===== src/rtl/shf_d4c3.sv =====
// shf_d4c3: 4-bit shifter/rotator with a registered result and a one-cycle valid strobe
//   clk       rising-edge clock
//   rst_n     asynchronous active-low reset (clears y and out_valid)
//   d[3:0]    operand, sampled when in_valid is high
//   s[2:0]    operation select: pass/SLL1/SRL1/SRA1/ROL1/ROR1/ROL2/clear
//   in_valid  sample strobe
//   y[3:0]    result, one cycle after the accepted sample; holds otherwise
//   out_valid high for one cycle after each accepted sample
module shf_d4c3 (
  input  logic       clk,
  input  logic       rst_n,
  input  logic [3:0] d,
  input  logic [2:0] s,
  input  logic       in_valid,
  output logic [3:0] y,
  output logic       out_valid
);
  logic [3:0] y_q, y_d, r;
  logic       v_q;
  always_comb begin
    r = 4'b0000;
    case (s)
      3'b000: r = d;
      3'b001: r = {d[2:0], 1'b0};
      3'b010: r = {1'b0, d[3:1]};
      3'b011: r = {d[3], d[3:1]};
      3'b100: r = {d[2:0], d[3]};
      3'b101: r = {d[0], d[3:1]};
      3'b110: r = {d[1:0], d[3:2]};
      default: r = 4'b0000;
    endcase
  end
  // y keeps its last result while no sample is accepted
  always_comb y_d = in_valid ? r : y_q;
  always_ff @(posedge clk or negedge rst_n) begin
    if (!rst_n) begin
      y_q <= 4'b0000;
      v_q <= 1'b0;
    end else begin
      y_q <= y_d;
      v_q <= in_valid;
    end
  end
  assign y = y_q;
  assign out_valid = v_q;
endmodule


===== config.mk =====
export PLATFORM = sky130hd
export DESIGN_NAME = shf_d4c3
export DESIGN_NICKNAME = d
export VERILOG_FILES = /design/src/rtl/shf_d4c3.sv
export SDC_FILE = /design/constraint.sdc
export NUM_CORES = 1
export LEC_CHECK = 0
export ABC_AREA = 1
export BUFFER_PORTS_ARGS = -buffer_cell sky130_fd_sc_hd__buf_2
export CAP_MARGIN = 5
export CORE_MARGIN = 2
export CORE_UTILIZATION = 25
export CTS_BUF_LIST = sky130_fd_sc_hd__clkbuf_4 sky130_fd_sc_hd__clkbuf_8
export CTS_CLUSTER_DIAMETER = 150
export DETAILED_ROUTE_END_ITERATION = 7
export HOLD_SLACK_MARGIN = 0.12
export PLACE_DENSITY = 0.5
export SETUP_SLACK_MARGIN = 0.4
export SYNTH_ARGS = -nofsm -noshare
export SYNTH_HDL_FRONTEND = slang
export SYNTH_SLANG_ARGS = --single-unit

===== constraint.sdc =====
create_clock -name clk -period 0.8 [get_ports clk]
set_input_delay 0.16 -clock clk [delete_from_list [all_inputs] [get_ports clk]]
set_output_delay 0.16 -clock clk [all_outputs]
set_load 0.01 [all_outputs]

* After elaboration in Yosys (flattened, before gate mapping)
Index checks and enable logic that the tools add are counted.
** Word-level totals
- Output and inout port bits :: 5
- Logic and storage cells :: 10
- Bits of input ports :: 10
- Register bits :: 5
** Cells by class
- Reductions and logical operators :: 1
- Equal/unequal tests :: 6
- Mux-type cells :: 1
** Operator list (count)
- $pmux 4 s7 :: 1
- $eq 3x3->1 const B :: 3
- $eq 3x2->1 const B :: 2
- $eq 3x1->1 const B :: 1
- $logic_not 3->1 :: 1

* Logic depth before layout (Yosys ltp)
Gate-level depths: netlist of run 1.
- Word-level depth :: 2
- Depth in mapped cells :: 8
- Mapped depth without buffers :: 7

* Least setup slack after synthesis of run 1
Ideal clock, no wire load.
- Kind :: input port to flip-flop
- Start :: input port s[2]
- End :: register y_q[1], in the netlist y[1]
- Arrival :: 679 ps
- Path slack :: 5 ps
- Buffers on the path :: 1
- Library setup time :: 116 ps
- Required time :: 684 ps
- Cell stages on the path :: 8
- Cells stage by stage :: buf_4 -> inv_2 -> nand2_1 -> nand2_1 -> nand2_1 -> nand3_1 -> nand2_1 -> nand2_1
** On the way
- Longest elaborated chain between the ends :: 2
- Elaborated cells on any way between the ends :: 8
- Those cells by class :: eq/ne (6); mux (1); reduce/logical (1)
** Ends and longest elaborated chain
- start: declaration :: line 13 : input logic [2:0] s,
- $eq 3x3->1 (tied with other cells) :: line 22 : case (s)
- $pmux 4 s7 * :: line 22
- end signal: assignment :: line 40 : y_q <= y_d;
- end: declaration :: line 18 : logic [3:0] y_q, y_d, r;
Mark *: on every way between the ends. The rest lies on a longest branch, timed or not.
A chain may end at the register's enable or synchronous reset.

* Worst setup path in the final report of run 1
- Start :: register y_q[2], in the netlist y[2]
- End :: output port y[2]
** RTL lines
- end: declaration :: line 15 : output logic [3:0] y,
No word-level cell between the ends.

==> tab_implementation.tex, run 1 <==
\begin{tabular}{lr}
\hline
Metric & Value \\
\hline
\multicolumn{2}{l}{\textbf{Synth}} \\
\quad Biggest area contributors in the synthesized netlist & sky130\_fd\_sc\_hd\_\_dfrtp\_1 (33\%), sky130\_fd\_sc\_hd\_\_nand2\_1 (23\%), sky130\_fd\_sc\_hd\_\_nand3\_1 (13\%) \\
\quad Fraction of registers with async set or reset after synthesis & 100.0\% \\
\quad Number of instances in the synthesized netlist & about 60 \\
\quad Flip-flop and latch count after synthesis & 5 \\
\quad Flip-flop cell with the highest count after synthesis & sky130\_fd\_sc\_hd\_\_dfrtp\_1 \\
\quad Synthesized area & 381.6 µm² \\
\quad Area leader, netlist & sky130\_fd\_sc\_hd\_\_dfrtp\_1 \\
\quad Part of the Yosys area used for sequential elements & between 30\% and 40\% \\
\quad Number of enable-type register cells in the synthesized netlist & 0 \\
\quad Mapped Nets & just under 70 \\
\quad Warning count from the yosys run & 0 \\
\quad Dominant cell by count in the synthesized netlist & sky130\_fd\_sc\_hd\_\_nand2\_1 \\
\quad Top cell types by occurrence after synthesis & sky130\_fd\_sc\_hd\_\_nand2\_1 (23), sky130\_fd\_sc\_hd\_\_nand3\_1 (10), sky130\_fd\_sc\_hd\_\_inv\_1 (6), sky130\_fd\_sc\_hd\_\_nand4\_1 (6), sky130\_fd\_sc\_hd\_\_dfrtp\_1 (5) \\
\quad Count of different cell masters after synthesis & 12 \\
\quad Area fraction of the dominant cell type after synthesis & 32.79\% \\
\quad Mapped Avg Cell Area & 6.468 µm² \\
\multicolumn{2}{l}{\textbf{Critical path}} \\
\quad Register-to-register setup slack & 110 ps \\
\quad Kind of start point of the critical path & flip-flop \\
\quad Total buffers and inverters traversed by the critical path & 1 \\
\quad Largest delay contributor family on the critical path & flip-flops \\
\quad Maximum fanout encountered on the critical timing path & 2 \\
\quad Slowest-stage cell, CP & sky130\_fd\_sc\_hd\_\_dfrtp\_1 \\
\quad Type of the setup path with the least slack & reg2out \\
\quad Required time of the critical path & 640 ps \\
\quad Worst R2R Start & y[1]\$\_DFFE\_PN0P\_ \\
\quad Worst setup EP type & output pin \\
\quad Worst R2R End & y[1]\$\_DFFE\_PN0P\_ \\
\quad Depth of the most critical reg-to-reg path & 3 \\
\quad Cells traversed along the worst timing path & buf\_2 \\
\quad Arrival time worst endpoint & 760 ps \\
\quad Peak per-stage delay on the critical path & between 300 and 400 ps \\
\multicolumn{2}{l}{\textbf{Clock tree}} \\
\quad Insertion delay of the later-clocked pin in the worst-skew pair & 240 ps \\
\quad Clock tree from TritonCTS & built \\
\quad Max H-tree Level & 1 \\
\quad Worst-case clock buffer depth & 2 \\
\quad Clk root buf & sky130\_fd\_sc\_hd\_\_clkbuf\_4 \\
\quad Cts bufs inserted & 3 \\
\quad Sinks on Clock Net & 5 \\
\quad Clock slew at the register clock pins of the worst setup and hold paths & 40 ps \\
\multicolumn{2}{l}{\textbf{Timing}} \\
\quad Largest clock skew in the final design & 0 ps \\
\quad Achievable frequency & 1087 MHz \\
\quad Unrepaired setup endpoints after global routing & true \\
\quad Worst slew margin relative to its limit & between 90\% and 100\% \\
\quad Number of failing hold endpoints at the final stage & 5 \\
\quad Part of the cycle the worst path needs & 115.0\% \\
\quad Slew Viols, Final & 0 \\
\quad Sum Neg Setup Slack & -489.8 ps \\
\quad Clock period minus worst slack & approximately 920 ps \\
\quad Number of setup violations in the final report & 5 \\
\quad Min setup slack post-route & -119.7 ps \\
\quad Transition time of the tightest slew-check pin & 141.6 ps \\
\quad Hold slack final & -273.6 ps \\
\multicolumn{2}{l}{\textbf{Min path}} \\
\quad Hold Path Class & in2async \\
\multicolumn{2}{l}{\textbf{Detailed routing}} \\
\quad Count of unresolved DRC violations after routing & 0 \\
\quad Vias & 452 \\
\quad Wire length per cell after detailed routing & a little over 10 µm \\
\quad DR vias/cell & 4.860 \\
\quad Number of DRC markers after the initial detailed-route iteration & 14 \\
\quad Number of detailed-route iterations in the first pass & 4 \\
\quad Overall routed net length & 938 µm \\
\quad Post-route antenna net violation count & 0 \\
\multicolumn{2}{l}{\textbf{Floorplanning}} \\
\quad Number of standard-cell rows in the floorplan & 14 \\
\quad Placeable core region & 0.001471 mm² \\
\quad Height of the chip & around 43 µm \\
\quad Die X & 43.07 µm \\
\quad Die area & roughly 0.0019 mm² \\
\quad Starting density of the core & 25.94\% \\
\quad Boundary pin count & 15 \\
\multicolumn{2}{l}{\textbf{GRT}} \\
\quad Pin count of the biggest net entering global routing & 10 \\
\quad Number of antenna violations at the first check in global routing & 0 \\
\quad Via count of the first global-routing pass & about 400 \\
\quad First-pass GRT wire length & around 1700 µm \\
\quad GRT overflow & 0 \\
\quad Overall fraction of global-route tracks in use & 12.10\% \\
\multicolumn{2}{l}{\textbf{Cells and area}} \\
\quad Antenna cells & 0 \\
\quad Synth-to-Final Area Change & 45.57\% \\
\quad Filler cell count & roughly 170 \\
\quad Number of nets in the final layout & 88 \\
\quad Ratio of cells with drive above 1 in the final layout & between 30\% and 40\% \\
\multicolumn{2}{l}{\textbf{Flow run}} \\
\quad Max cap viols & 0 \\
\multicolumn{2}{l}{\textbf{Pwr}} \\
\quad Power density over the cells & 1549 mW/mm² \\
\quad Worst vdd ir & 0.3949 mV \\
\quad Leakage power summed over all cells & 0.3057 nW \\
\multicolumn{2}{l}{\textbf{Placed design}} \\
\quad Count of buffers inserted at the top-level ports & 14 \\
\quad Global placer's final weighted congestion & 0.8083 \\
\multicolumn{2}{l}{\textbf{Run status}} \\
\quad Violations in the final reports & negative hold slack, negative setup slack \\
\quad Status & finished with violations \\
\hline
\end{tabular}
repair_timing:
action / CTS / global route
pin swaps: 9 / 5
gates resized for setup: 8 / 4
endpoints found under the setup margin: 9 / 9
endpoints found under the hold margin: 6 / 6
buffers inserted: 1 / 1
flip-flops by register name, indices dropped and copies added, names as in the netlist:
register   count
out_valid      1
y              4
worst max path at each step:
stage / from / endpoint / slack [ps] / cells after the start
floorplan: s[1] / y[3]$_DFFE_PN0P_ / 40 / 8
global placement: s[0] / y[1]$_DFFE_PN0P_ / -130 / 8
detailed placement: s[2] / y[2]$_DFFE_PN0P_ / -150 / 8
CTS: y[2]$_DFFE_PN0P_ / y[2] / -110 / 1
global route: y[2]$_DFFE_PN0P_ / y[2] / -150 / 1
finish: y[2]$_DFFE_PN0P_ / y[2] / -120 / 1
cell type report:
cell class / count / area (µm²) / area share [%]
clock buffer: 4 / 30.03 / 5.405
inverter: 8 / 35.03 / 6.306
multi-input combinational: 44 / 220.2 / 39.64
sequential: 5 / 125.1 / 22.52
tap: 16 / 20.02 / 3.604
timing repair buffer: 16 / 125.1 / 22.52
routing by layer:
| layer | vias to the layer above | part of all wire, % | GRT usage, % |
|---|---|---|---|
| met5 | - | 0 | 0 |
| met4 | 0 | 0.96 | 9.091 |
| met3 | 2 | 10 | 5.106 |
| met2 | 21 | 44 | 17.27 |
| met1 | 201 | 45 | 14.14 |
| li1 | 228 | - | - |
layout by cell type, fill, tap and decap left out:
cell type	count
sky130_fd_sc_hd__nand2_1	22
sky130_fd_sc_hd__buf_2	11
sky130_fd_sc_hd__nand3_1	8
sky130_fd_sc_hd__nand4_1	6
sky130_fd_sc_hd__inv_1	5
sky130_fd_sc_hd__dfrtp_1	5
sky130_fd_sc_hd__clkbuf_4	4
sky130_fd_sc_hd__nand2_2	3
sky130_fd_sc_hd__inv_2	2
sky130_fd_sc_hd__nand3_2	2
sky130_fd_sc_hd__buf_12	2
sky130_fd_sc_hd__buf_6	2
sky130_fd_sc_hd__inv_6	1
sky130_fd_sc_hd__nor2_4	1
sky130_fd_sc_hd__a21oi_1	1
sky130_fd_sc_hd__o21ai_1	1
sky130_fd_sc_hd__buf_4	1
stage by stage:
stage	setup slack, ps	instances	power [mW]	instance area, µm²	util [%]
floorplan	41.15	59	0.4262	412.9	-
global placement	-132.2	87	0.4948	467.9	31.80
global route	-150.4	93	0.9310	555.5	37.76
CTS	-114.7	92	0.8585	533.0	36.22
finish	-119.7	93	0.8606	555.5	37.76
detailed placement	-148.0	87	0.4959	467.9	31.80
logic make-up (layout without fill, tap and decap cells):
logic type	after synthesis	after routing	synth area share (%)
simple gates	42	42	51.80
buf+inv	10	28	12.79
flops	5	5	32.79
compound gates	2	2	2.620
report_power, final:
group | switching, mW | total (mW) | internal (mW)
Clock | 0.103 | 0.325 | 0.222
Sequential | 0.0117 | 0.293 | 0.281
Combinational | 0.129 | 0.242 | 0.113
No activity file was read; power rests on OpenSTA's default activity.
==> run 2, diff against run 1 <==
- ABC_AREA: 1 -> default
- PLACE_DENSITY: 0.5 -> default
- PLACE_DENSITY_LB_ADDON: default -> 0.08
==> tab_implementation.tex, run 2 <==
\begin{tabular}{lr}
\hline
Metric & Value \\
\hline
\multicolumn{2}{l}{\textbf{Critical path}} \\
\quad Required time of the critical path & 640 ps \\
\quad Capture point of the critical path & y[2] \\
\quad Maximum fanout encountered on the critical timing path & 3 \\
\quad Instance count on the critical path & 1 \\
\quad Worst setup EP type & output pin \\
\quad Type of the setup path with the least slack & reg2out \\
\quad Worst R2R End & y[2]\$\_DFFE\_PN0P\_ \\
\quad Arrival time worst endpoint & 770 ps \\
\quad Largest delay contributor family on the critical path & flip-flops \\
\quad Total buffers and inverters traversed by the critical path & 1 \\
\quad Crit path launch & y[2]\$\_DFFE\_PN0P\_ \\
\quad Slowest-stage cell, CP & sky130\_fd\_sc\_hd\_\_dfrtp\_1 \\
\quad Worst R2R Start & y[2]\$\_DFFE\_PN0P\_ \\
\quad Kind of start point of the critical path & flip-flop \\
\quad Peak per-stage delay on the critical path & 380 ps \\
\quad Depth of the most critical reg-to-reg path & 3 \\
\quad Register-to-register setup slack & -110 ps \\
\quad Cells traversed along the worst timing path & buf\_2 \\
\multicolumn{2}{l}{\textbf{Detailed routing}} \\
\quad Vias & 456 \\
\quad Number of detailed-route iterations in the first pass & 4 \\
\quad Count of unresolved DRC violations after routing & 0 \\
\quad DR vias/cell & 5.011 \\
\quad Post-route antenna net violation count & 0 \\
\quad Overall routed net length & roughly 1000 µm \\
\quad Wire length per cell after detailed routing & 11.42 µm \\
\quad Number of DRC markers after the initial detailed-route iteration & 4 \\
\multicolumn{2}{l}{\textbf{Flow run}} \\
\quad Max cap viols & 0 \\
\multicolumn{2}{l}{\textbf{Clock tree}} \\
\quad Sinks on Clock Net & 5 \\
\quad Clock tree from TritonCTS & built \\
\quad Clk root buf & sky130\_fd\_sc\_hd\_\_clkbuf\_4 \\
\quad Insertion delay of the later-clocked pin in the worst-skew pair & 240 ps \\
\quad Cts bufs inserted & 3 \\
\quad Max H-tree Level & 1 \\
\quad Clock slew at the register clock pins of the worst setup and hold paths & 40 ps \\
\quad Worst-case clock buffer depth & 2 \\
\multicolumn{2}{l}{\textbf{Floorplanning}} \\
\quad Placeable core region & 0.001524 mm² \\
\quad Die area & just under 0.002 mm² \\
\quad Die X & 44.33 µm \\
\quad Height of the chip & 44.33 µm \\
\quad Number of standard-cell rows in the floorplan & 14 \\
\quad Starting density of the core & 26.68\% \\
\quad Boundary pin count & 15 \\
\multicolumn{2}{l}{\textbf{Placed design}} \\
\quad Global placer's final weighted congestion & slightly above 0.7 \\
\quad Placement Cell Area & 574.3 µm² \\
\quad Total half-perimeter wirelength after legalization and detailed placement & between 800 and 900 µm \\
\quad Count of buffers inserted at the top-level ports & 14 \\
\quad Worst Setup Slack post-DPL & -363.9 ps \\
\quad Placed instance count & 85 \\
\multicolumn{2}{l}{\textbf{Synth}} \\
\quad Biggest area contributors in the synthesized netlist & sky130\_fd\_sc\_hd\_\_dfrtp\_1 (31\%), sky130\_fd\_sc\_hd\_\_a21oi\_1 (6.2\%), sky130\_fd\_sc\_hd\_\_buf\_6 (5.5\%) \\
\quad Count of different cell masters after synthesis & 28 \\
\quad Area leader, netlist & sky130\_fd\_sc\_hd\_\_dfrtp\_1 \\
\quad Warning count from the yosys run & 0 \\
\quad Dominant cell by count in the synthesized netlist & sky130\_fd\_sc\_hd\_\_nand2\_1 \\
\quad Area fraction of the dominant cell type after synthesis & about 31\% \\
\quad Part of the Yosys area used for sequential elements & approximately 31\% \\
\quad Synthesized area & 406.6 µm² \\
\quad Number of instances in the synthesized netlist & 44 \\
\quad Flip-flop cell with the highest count after synthesis & sky130\_fd\_sc\_hd\_\_dfrtp\_1 \\
\quad Mapped Avg Cell Area & about 9.2 µm² \\
\quad Flip-flop and latch count after synthesis & 5 \\
\quad Fraction of registers with async set or reset after synthesis & 100.0\% \\
\quad Top cell types by occurrence after synthesis & sky130\_fd\_sc\_hd\_\_nand2\_1 (6), sky130\_fd\_sc\_hd\_\_a21oi\_1 (5), sky130\_fd\_sc\_hd\_\_dfrtp\_1 (5) \\
\quad Number of enable-type register cells in the synthesized netlist & 0 \\
\quad Mapped Nets & 54 \\
\multicolumn{2}{l}{\textbf{Timing}} \\
\quad Transition time of the tightest slew-check pin & 310.7 ps \\
\quad Number of setup violations in the final report & 8 \\
\quad Slew Viols, Final & 0 \\
\quad Largest clock skew in the final design & 0 ps \\
\quad Sum Neg Setup Slack & -724.9 ps \\
\quad Number of failing hold endpoints at the final stage & 5 \\
\quad Unrepaired setup endpoints after global routing & true \\
\quad Part of the cycle the worst path needs & 115.8\% \\
\quad Achievable frequency & $\sim$1100 MHz \\
\quad Clock period minus worst slack & 926.7 ps \\
\quad Worst slew margin relative to its limit & 79.13\% \\
\quad Hold slack final & -276.2 ps \\
\quad Min setup slack post-route & -126.7 ps \\
\multicolumn{2}{l}{\textbf{GRT}} \\
\quad Number of antenna violations at the first check in global routing & 0 \\
\quad Overall fraction of global-route tracks in use & 12.42\% \\
\quad First-pass GRT wire length & 1752 µm \\
\quad Via count of the first global-routing pass & 414 \\
\quad GRT overflow & 0 \\
\quad Pin count of the biggest net entering global routing & 9 \\
\multicolumn{2}{l}{\textbf{Pwr}} \\
\quad Switching part of the total power & 26.64\% \\
\quad Power share of the clock group & about 34\% \\
\quad Worst vdd ir & 0.9549 mV \\
\quad Leakage power summed over all cells & around 0.33 nW \\
\quad Sw power & approximately 0.25 mW \\
\quad Proportion of power drawn by flip-flops and latches & between 30\% and 40\% \\
\quad Power density over the cells & 1403 mW/mm² \\
\quad Share of total power in combinational logic & between 30\% and 40\% \\
\quad Int Power & 0.6966 mW \\
\multicolumn{2}{l}{\textbf{Cells and area}} \\
\quad Non-Filler Instances & just over 90 \\
\quad Layout Cell Area excl Fill & 676.9 µm² \\
\quad Number of nets in the final layout & 86 \\
\quad Commonest non-fill, non-tap cell in the layout & sky130\_fd\_sc\_hd\_\_buf\_4 \\
\quad Synth-to-Final Area Change & 66.46\% \\
\quad Ratio of cells with drive above 1 in the final layout & 58.67\% \\
\quad Flip-flop count of the largest register after layout & 4 \\
\quad Most used cells in the layout excluding fill and tap cells & sky130\_fd\_sc\_hd\_\_buf\_4 (16), sky130\_fd\_sc\_hd\_\_buf\_2 (10), sky130\_fd\_sc\_hd\_\_nand2\_1 (6) \\
\quad Antenna cells & 0 \\
\multicolumn{2}{l}{\textbf{Min path}} \\
\quad Hold Path Class & in2async \\
\multicolumn{2}{l}{\textbf{Run status}} \\
\quad Violations in the final reports & negative hold slack, negative setup slack \\
\quad Status & finished with violations \\
\hline
\end{tabular}
## run 2: per-stage QoR
stage / hold slack, ps / total power, mW / util [%]
finish: -276.2 / 0.9496 / 44.42
global route: -290.1 / 1.037 / 44.42
floorplan: -135.6 / 0.4455 / -
detailed placement: -19.93 / 0.5796 / 37.68
global placement: -16.68 / 0.5832 / 37.68
CTS: -279.4 / 0.9433 / 42.86
## run 2: repair_timing
item | 4_1_cts | 5_1_grt
buffers inserted | 1 | 1
pin swaps | 4 | 4
setup endpoints to repair | 9 | 9
resized for setup | 12 | 4
hold endpoints to repair | 5 | 5
## run 2: cell families after synthesis
| kind of cell | count (synthesis) | share of synthesized area, % |
|---|---|---|
| compound gates | 16 | 32.31 |
| buf+inv | 4 | 7.690 |
| xor+xnor | 1 | 2.154 |
| simple gates | 16 | 21.84 |
| flops | 5 | 30.77 |
| mux | 2 | 5.231 |
## run 2: routing by layer
layer / GRT usage (%) / part of all wire (%) / up-vias
met5: 0 / 0 / -
met1: 15.54 / 47 / 212
met2: 18.82 / 48 / 14
met4: 3.636 / 0 / 0
met3: 6.122 / 4.8 / 0
li1: - / - / 230
## run 2: power by group through the flow
stage	logic [mW]	registers [mW]	clock network (mW)
final	0.334	0.298	0.318
after global routing	0.364	0.302	0.371
after CTS	0.314	0.297	0.333
after detailed placement	0.280	0.300	0
after global placement	0.283	0.300	0
after floorplan	0.132	0.314	0
## run 2: worst min path at each step
| stage | endpoint | slack (ps) | depth (start not counted) |
|---|---|---|---|
| CTS | y[3]$_DFFE_PN0P_ | -280 | 1 |
| global route | y[0]$_DFFE_PN0P_ | -290 | 1 |
| finish | y[3]$_DFFE_PN0P_ | -280 | 1 |
| detailed placement | y[3]$_DFFE_PN0P_ | -20 | 1 |
| global placement | y[3]$_DFFE_PN0P_ | -20 | 1 |
| floorplan | out_valid$_DFF_PN0_ | -140 | 0 |
## run 2: cell type report
| class | instances | area [µm²] |
|---|---|---|
| clock buffer | 4 | 30.03 |
| sequential | 5 | 125.1 |
| multi-input combinational | 35 | 275.3 |
| fill | 156 | 847.1 |
| tap | 16 | 20.02 |
| inverter | 1 | 3.754 |
| timing repair buffer | 30 | 222.7 |
